$ cat src/rtl/aco_pkg.sv
`default_nettype none
// ============================================================================
// Module  : aco_pkg
// Brief   : Frame and word-width constants shared by the FFT back end blocks.
// Revision: 1.0
// ============================================================================
package aco_pkg;
  localparam int ACO_I_BW     = 16;
  localparam int ACO_O_BW     = 2 * ACO_I_BW;
  localparam int ACO_FFT_LEN  = 256;
  localparam int ACO_NUM_BINS = ACO_FFT_LEN / 2 + 1;
  localparam int ACO_CNT_BW   = $clog2(ACO_FFT_LEN);
endpackage
`default_nettype wire

$ cat src/rtl/power_spectrum_if.sv
`default_nettype none
// ============================================================================
// Module  : power_spectrum_if
// Brief   : FFT sample stream in, power stream out (no backpressure).
// Revision: 1.0
// ============================================================================
interface power_spectrum_if #(
  parameter int I_BW = 16,
  parameter int O_BW = 32
);
  logic signed [I_BW-1:0] data_re_i;
  logic signed [I_BW-1:0] data_im_i;
  logic                   valid_i;
  logic                   last_i;
  logic [O_BW-1:0]        data_o;
  logic                   valid_o;
  logic                   last_o;

  modport slave (
    input  data_re_i, data_im_i, valid_i, last_i,
    output data_o, valid_o, last_o
  );

  modport master (
    output data_re_i, data_im_i, valid_i, last_i,
    input  data_o, valid_o, last_o
  );
endinterface
`default_nettype wire

$ cat src/rtl/power_spectrum_mag_sq.sv
`default_nettype none
// ============================================================================
// Module  : complex_mag_sq
// Brief   : Two-stage re^2 + im^2 pipeline carrying a valid bit and a tag.
// Revision: 1.0
// ============================================================================
module complex_mag_sq #(
  parameter int I_BW   = 16,
  parameter int O_BW   = 2 * I_BW,
  parameter int TAG_BW = 1
) (
  input  wire logic                   clk_i,
  input  wire logic                   rst_i,
  input  wire logic                   flush_i,
  input  wire logic                   valid_i,
  input  wire logic [TAG_BW-1:0]      tag_i,
  input  wire logic signed [I_BW-1:0] re_i,
  input  wire logic signed [I_BW-1:0] im_i,
  output logic                        valid_o,
  output logic [TAG_BW-1:0]           tag_o,
  output logic [O_BW-1:0]             data_o
);
  logic signed [O_BW-1:0] re_sq_w;
  logic signed [O_BW-1:0] im_sq_w;
  logic [O_BW-1:0]        re_sq_q;
  logic [O_BW-1:0]        im_sq_q;
  logic                   v1_q;
  logic [TAG_BW-1:0]      tag1_q;
  logic                   v2_q;
  logic [TAG_BW-1:0]      tag2_q;
  logic [O_BW-1:0]        data_q;
  logic                   adv_w;

  // Both operands are signed, so they are sign-extended to O_BW before multiplying.
  assign re_sq_w = re_i * re_i;
  assign im_sq_w = im_i * im_i;
  assign adv_w   = v1_q & ~flush_i;

  always_ff @(posedge clk_i) begin
    if (rst_i) begin
      re_sq_q <= '0;
      im_sq_q <= '0;
      v1_q    <= 1'b0;
      tag1_q  <= '0;
      v2_q    <= 1'b0;
      tag2_q  <= '0;
      data_q  <= '0;
    end else begin
      v1_q <= valid_i & ~flush_i;
      if (valid_i) begin
        re_sq_q <= $unsigned(re_sq_w);
        im_sq_q <= $unsigned(im_sq_w);
        tag1_q  <= tag_i;
      end
      v2_q   <= adv_w;
      tag2_q <= adv_w ? tag1_q : '0;
      if (adv_w) begin
        data_q <= re_sq_q + im_sq_q;
      end
    end
  end

  assign valid_o = v2_q;
  assign tag_o   = tag2_q;
  assign data_o  = data_q;
endmodule
`default_nettype wire

$ cat src/rtl/power_spectrum.sv
`default_nettype none
// ============================================================================
// Module  : power_spectrum
// Brief   : |X[k]|^2 for the non-redundant FFT bins, with framing checks.
// Revision: 1.0
// ============================================================================
module power_spectrum
  import aco_pkg::*;
#(
  parameter int I_BW     = ACO_I_BW,
  parameter int O_BW     = ACO_O_BW,
  parameter int FFT_LEN  = ACO_FFT_LEN,
  parameter int NUM_BINS = ACO_NUM_BINS,
  parameter int CNT_BW   = ACO_CNT_BW
) (
  input  wire logic         clk_i,
  input  wire logic         rst_i,
  input  wire logic         en_i,
  power_spectrum_if.slave   s_if,
  output logic              err_o
);
  localparam logic [CNT_BW-1:0] LAST_BIN = CNT_BW'(NUM_BINS - 1);
  localparam logic [CNT_BW-1:0] END_CNT  = CNT_BW'(FFT_LEN - 1);

  logic [CNT_BW-1:0] cnt_q, cnt_d;
  logic              err_q, err_d;
  logic              accept_w;
  logic              at_end_w;
  logic              keep_w;
  logic              last_tag_w;

  assign accept_w   = en_i & s_if.valid_i;
  assign at_end_w   = (cnt_q == END_CNT);
  assign keep_w     = (cnt_q <= LAST_BIN);
  assign last_tag_w = keep_w & ((cnt_q == LAST_BIN) | s_if.last_i);

  // A frame ends either on last_i or on the counter reaching FFT_LEN-1;
  // disagreement between the two is a short or long frame.
  always_comb begin
    cnt_d = cnt_q;
    err_d = err_q;
    if (!en_i) begin
      cnt_d = '0;
    end else if (accept_w) begin
      if (s_if.last_i || at_end_w) begin
        cnt_d = '0;
      end else begin
        cnt_d = cnt_q + 1'b1;
      end
      if (s_if.last_i != at_end_w) begin
        err_d = 1'b1;
      end
    end
  end

  always_ff @(posedge clk_i) begin
    if (rst_i) begin
      cnt_q <= '0;
      err_q <= 1'b0;
    end else begin
      cnt_q <= cnt_d;
      err_q <= err_d;
    end
  end

  complex_mag_sq #(
    .I_BW   (I_BW),
    .O_BW   (O_BW),
    .TAG_BW (1)
  ) u_mag_sq (
    .clk_i   (clk_i),
    .rst_i   (rst_i),
    .flush_i (~en_i),
    .valid_i (accept_w & keep_w),
    .tag_i   (last_tag_w),
    .re_i    (s_if.data_re_i),
    .im_i    (s_if.data_im_i),
    .valid_o (s_if.valid_o),
    .tag_o   (s_if.last_o),
    .data_o  (s_if.data_o)
  );

  assign err_o = err_q;
endmodule
`default_nettype wire
$ cat src/flat_wrapper.sv
// flat-port wrapper written by rule: the top's interface ports become plain ports
module power_spectrum_flat import aco_pkg::*;
#(
  parameter int I_BW     = ACO_I_BW,
  parameter int O_BW     = ACO_O_BW,
  parameter int FFT_LEN  = ACO_FFT_LEN,
  parameter int NUM_BINS = ACO_NUM_BINS,
  parameter int CNT_BW   = ACO_CNT_BW
)
  (clk_i, rst_i, en_i, err_o, s_if_data_re_i, s_if_data_im_i, s_if_valid_i, s_if_last_i, s_if_data_o, s_if_valid_o, s_if_last_o);
  power_spectrum_if #(.I_BW(I_BW), .O_BW(O_BW)) s_if_i ();
  input  wire logic clk_i;
  input  wire logic rst_i;
  input  wire logic en_i;
  output logic err_o;
  input wire logic [$bits(s_if_i.data_re_i)-1:0] s_if_data_re_i;
  input wire logic [$bits(s_if_i.data_im_i)-1:0] s_if_data_im_i;
  input wire logic [$bits(s_if_i.valid_i)-1:0] s_if_valid_i;
  input wire logic [$bits(s_if_i.last_i)-1:0] s_if_last_i;
  output wire logic [$bits(s_if_i.data_o)-1:0] s_if_data_o;
  output wire logic [$bits(s_if_i.valid_o)-1:0] s_if_valid_o;
  output wire logic [$bits(s_if_i.last_o)-1:0] s_if_last_o;
  assign s_if_i.data_re_i = s_if_data_re_i;
  assign s_if_i.data_im_i = s_if_data_im_i;
  assign s_if_i.valid_i = s_if_valid_i;
  assign s_if_i.last_i = s_if_last_i;
  assign s_if_data_o = s_if_i.data_o;
  assign s_if_valid_o = s_if_i.valid_o;
  assign s_if_last_o = s_if_i.last_o;
  power_spectrum #(.I_BW(I_BW), .O_BW(O_BW), .FFT_LEN(FFT_LEN), .NUM_BINS(NUM_BINS), .CNT_BW(CNT_BW)) u_core (.clk_i(clk_i), .rst_i(rst_i), .en_i(en_i), .s_if(s_if_i), .err_o(err_o));
endmodule
$ cat config.mk
export PLATFORM = sky130hd
export DESIGN_NAME = power_spectrum_flat
export DESIGN_NICKNAME = d
export VERILOG_FILES = /design/src/rtl/aco_pkg.sv /design/src/rtl/power_spectrum_if.sv /design/src/rtl/power_spectrum_mag_sq.sv /design/src/rtl/power_spectrum.sv /design/src/flat_wrapper.sv
export SDC_FILE = /design/constraint.sdc
export NUM_CORES = 1
export LEC_CHECK = 0
export ABC_AREA = 1
export CAP_MARGIN = 20
export CORE_ASPECT_RATIO = 0.7
export CORE_MARGIN = 2
export CORE_UTILIZATION = 40
export CTS_BUF_LIST = sky130_fd_sc_hd__clkbuf_16
export DETAILED_ROUTE_END_ITERATION = 8
export DONT_BUFFER_PORTS = 1
export HOLD_SLACK_MARGIN = 0.12
export RECOVER_POWER = 100
export SETUP_SLACK_MARGIN = 0.02
export SLEW_MARGIN = 20
export SYNTH_ARGS = -nofsm -noshare
export SYNTH_HDL_FRONTEND = slang
export SYNTH_SLANG_ARGS = --single-unit
$ cat constraint.sdc
create_clock -name clk_i -period 9.2 [get_ports clk_i]
set_input_delay 1.84 -clock clk_i [delete_from_list [all_inputs] [get_ports clk_i]]
set_output_delay 1.84 -clock clk_i [all_outputs]
set_load 0.01 [all_outputs]
# Word-level counts from Yosys, hierarchy flattened
# Index checks and enable logic that the tools add are counted.
[word_totals]
reg_bits = 109
out_inout_bits = 35
elab_cells = 30
[classes]
n_addsub = 2
n_mul = 2
magnitude_cmp = 1
eq_ne = 3
muxes = 1
n_bitwise = 8
n_reduce_logical = 4
[ops]
columns = ["operator", "n"]
rows = [
  ["16-bit by 16-bit multiplier with 32-bit output", 2],
  ["32-bit adder", 1],
  ["8-bit equality test (second input constant)", 2],
  ["8-bit by 1-bit adder with 8-bit output (second input constant)", 1],
  ["8-bit less-or-equal comparator (second input constant)", 1],
  ["8-bit two-way mux", 1],
  ["1-bit AND", 5],
  ["2-bit OR reduction", 2],
  ["3-bit AND reduction", 1],
  ["1-bit NOT", 2],
  ["1-bit logical OR", 1],
  ["1-bit inequality test", 1],
  ["1-bit bitwise OR", 1],
]

# Longest topological paths before layout
[depth]
depth_word = 3
depth_mapped = 30
depth_no_buf = 28

# Hierarchy
# From an unflattened synthesis, not the netlist that was laid out.
[hier_totals]
cells_unflattened = 3540
area_unflattened_um2 = 25679.6
[modules_own_cells]
columns = ["mod", "instances", "cells_per_inst", "area_per_inst_um2", "seq_area_each_um2"]
rows = [
  ["complex_mag_sq", 1, 3468, 25176.6, 1961.9],
  ["power_spectrum", 1, 72, 503.0, 180.2],
]

# Worst setup path before layout
# Ideal clock, no wire load.
[synth_timing]
kind = "input -> register"
from = "input s_if_data_re_i[1]"
to = "register u_core.u_mag_sq.re_sq_q[27]"
setup_time_ns = 0.109
arrival_ns = 7.087
required_time_ns = 9.091
slack_ns = 2.004
cell_stages = 22
n_path_buf = 2
path_cell_list = "clkbuf_1 buf_1 nand2_1 inv_1 fa_1 fa_1 fa_1 fa_1 fa_1 inv_1 fa_1 inv_1 ha_1 nand2_1 nor2_1 inv_1 nor3_1 nand3_1 nand4_1 nand3_1 nand2_1 inv_1"
[synth_between]
elab_chain_cells = 1
[synth_lines]
columns = ["element", "line", "rtl"]
rows = [
  ["start, declared", "flat_wrapper.sv:16", "input wire logic [$bits(s_if_i.data_re_i)-1:0] s_if_data_re_i;"],
  ["16-bit by 16-bit multiplier with 32-bit output", "power_spectrum_mag_sq.sv:35", "assign re_sq_w = re_i * re_i;"],
  ["end signal, assigned", "power_spectrum_mag_sq.sv:51", "re_sq_q <= $unsigned(re_sq_w);"],
  ["end, declared", "power_spectrum_mag_sq.sv:25", "logic [O_BW-1:0] re_sq_q;"],
]
# Every way passes these cells.
# A chain may end at the register's enable or synchronous reset.

# Final worst setup path
[layout_timing]
from = "input en_i"
to = "register u_core.u_mag_sq.re_sq_q[2]"
[layout_between]
elab_chain_cells = 2
[layout_lines]
columns = ["element", "line", "rtl"]
rows = [
  ["start, declared", "flat_wrapper.sv:14", "input wire logic en_i;"],
  ["1-bit AND", "power_spectrum.sv:32", "assign accept_w = en_i & s_if.valid_i;"],
  ["1-bit AND", "power_spectrum.sv:74", ".valid_i (accept_w & keep_w),"],
]
# Every way passes these cells.

==> impl_metrics.json <==
{
  "ant_nets": 0,
  "hold_violations": 0,
  "fp.dieW_um": 308.2,
  "clk_pin_slew_ns": 0.08,
  "num_io_pins": 72,
  "numCtsBuffers": 9,
  "endpoint_kind": "flop",
  "hp-start": "u_core.u_mag_sq.tag1_q$_SDFFE_PP0P_",
  "post-cts-setup-buffers": 0,
  "synth_common_cells": "inv_1, nand2_1, fa_1",
  "seq_area_frac_synth_pct": 8.270,
  "syn2layout_area_growth_pct": 3.763,
  "clockBufferDepth": 2,
  "async_flop_share_pct": 0,
  "setup_viol": 0,
  "r2r_setup_slack_ns": 2.64,
  "tns_ns": 0,
  "synthDistinctLibCells": 37,
  "required_ns": 9.45,
  "synth-seq-cells": 107,
  "regToRegEndpoint": "u_core.u_mag_sq.re_sq_q[2]$_SDFFE_PP0P_",
  "r2r_cells": 9,
  "clkLatencyLatePin_ns": 0.37,
  "detail_route.wl_per_cell_um": 14.41,
  "fin_nets": 4261,
  "fin_crit_ns": 7.299,
  "status": "complete, but fails checks",
  "synthCells": 3622,
  "vias": 20448,
  "synth_top_area_share_pct": 36.17,
  "io_buffers": 0,
  "core_area_um2": 64410,
  "grt_pass1_wl_um": 106900,
  "yosysWarningCount": 0,
  "chipHeight_um": 216.9,
  "die_area_um2": 66840,
  "gp_congestion": 0.9238,
  "syn_avg_cell_area_um2": 7.151,
  "synthFlopType": "dfxtp_1",
  "crit_type": "input pin to flop",
  "drv_slew": 205,
  "num_antenna_cells": 0,
  "cts_resized": 0,
  "crit_fanout": 85,
  "cts_tree": "yes",
  "period_share_pct": 79.33,
  "r2r-start": "u_core.cnt_q[7]$_SDFFE_PP0P_",
  "grt-ovfl-total": 0,
  "holdBufCountCts": 0,
  "drive_above_1_share_pct": 0.7892,
  "drt_pass1_iterations": 5,
  "synth_top_cell_by_area": "fa_1",
  "initial_core_util_pct": 40.21,
  "netlist_area_um2": 25900,
  "fin_skew_ns": 0.01506,
  "tightest_slew_ns": 3.357,
  "critPathLaunch": "en_i",
  "yosys-top-cells-area": "fa_1, inv_1, nand2_1",
  "first_iter_violations": 1528,
  "synth_edf_count": 0,
  "clock_sinks": 107,
  "track_usage_pct": 19.84,
  "drc_errors": 0,
  "synthesis.nets": 4340,
  "wirelength_um": 63220,
  "final_util_pct": 41.73,
  "root_buffer": "clkbuf_16",
  "grt_pass1_vias": 20678,
  "yosysMostFrequentCell": "inv_1",
  "violations": "capacitance limit, slew limit",
  "htreeDepth": 3,
  "vias_per_cell": 4.660,
  "relSlewSlack_pct": -123.8,
  "min_path_type": "flop to flop",
  "cp-start-kind": "input pin",
  "crit_end": "u_core.u_mag_sq.re_sq_q[2]$_SDFFE_PP0P_",
  "rows": 78,
  "grt_setup_unrepaired": "false",
  "antenna_found_initial": 1,
  "hpwl_um": 54520,
  "grt_max_degree": 86,
  "maxCapViolCount": 4,
  "clock.fmax_mhz": 137.0,
  "crit_arrival_ns": 7.54
}
flip-flops by register name, indices dropped and copies added (netlist names):
register and count:
u_core.u_mag_sq.tag1_q 1, u_core.cnt_q 8, u_core.u_mag_sq.tag_o 1, u_core.u_mag_sq.valid_o 1
u_core.err_o 1, u_core.u_mag_sq.re_sq_q 31, u_core.u_mag_sq.data_o 32, u_core.u_mag_sq.v1_q 1
u_core.u_mag_sq.im_sq_q 31
worst min path at each step:
stage                                                  end  slack, ns  cells after the start
after CTS                 u_core.u_mag_sq.tag_o$_SDFF_PP0_       0.45                      2
after global routing      u_core.u_mag_sq.tag_o$_SDFF_PP0_       0.47                      2
after floorplan           u_core.u_mag_sq.tag_o$_SDFF_PP0_       0.42                      2
after detailed placement  u_core.u_mag_sq.tag_o$_SDFF_PP0_       0.44                      2
after global placement    u_core.u_mag_sq.tag_o$_SDFF_PP0_       0.44                      2
final                     u_core.u_mag_sq.tag_o$_SDFF_PP0_       0.44                      2
cells by family after synthesis:
logic type | count (synthesis) | share of synthesized area (%)
simple gates | 1412 | 21.91
buf+inv | 1155 | 16.96
fa+ha+maj | 681 | 46.46
compound gates | 215 | 4.637
flops | 107 | 8.270
xor+xnor | 52 | 1.758
worst max-delay path: stages:
cell and delay, ns:
nand2_1 0.16, a21oi_4 0.16, clkbuf_1 1.19, clkbuf_1 2.44, inv_1 1.05, a21oi_1 0.58
nor2_1 0.07
layout make-up:
type	instances	area, um^2
clock inverters	7	87.58
clock buffers	9	225.2
flip-flops and latches	107	2142
inverters	1061	3983
fillers	6873	37530
well taps	840	1051
repair buffers	4	15.01
multi-input cells	2360	19370
through the flow:
step / std cells / hold slack (ns) / instance area [um^2] / setup WS, ns
after floorplan: 3622 / 0.4208 / 25900 / 2.004
after global placement: 4372 / 0.4382 / 26580 / 1.831
after detailed placement: 4372 / 0.4364 / 26580 / 1.856
after CTS: 4388 / 0.4475 / 26890 / 2.250
after global routing: 4388 / 0.4699 / 26880 / 1.409
final: 4388 / 0.4430 / 26880 / 1.901
per-layer routing:
metal  GRT usage (%)  wire length (um)
met1           32.51             34540
met2           28.57             24680
met3           2.220              3602
met4           1.805               393
met5               0                 0
cells in the final DEF (no fill, tap or decap), drive strengths merged, types with 24 or more instances in the layout:
cell and count:
o21bai 24, a21oi 105, nand4 40, nor2 316, dfxtp 107, xor2 28, inv 1062, o21ai 63
nand3 147, fa 468, nor3 26, ha 213, nand2 865, xnor2 24
Power is not shown: default switching activity piles up to over one toggle a cycle in this logic, so the estimate is an artifact.
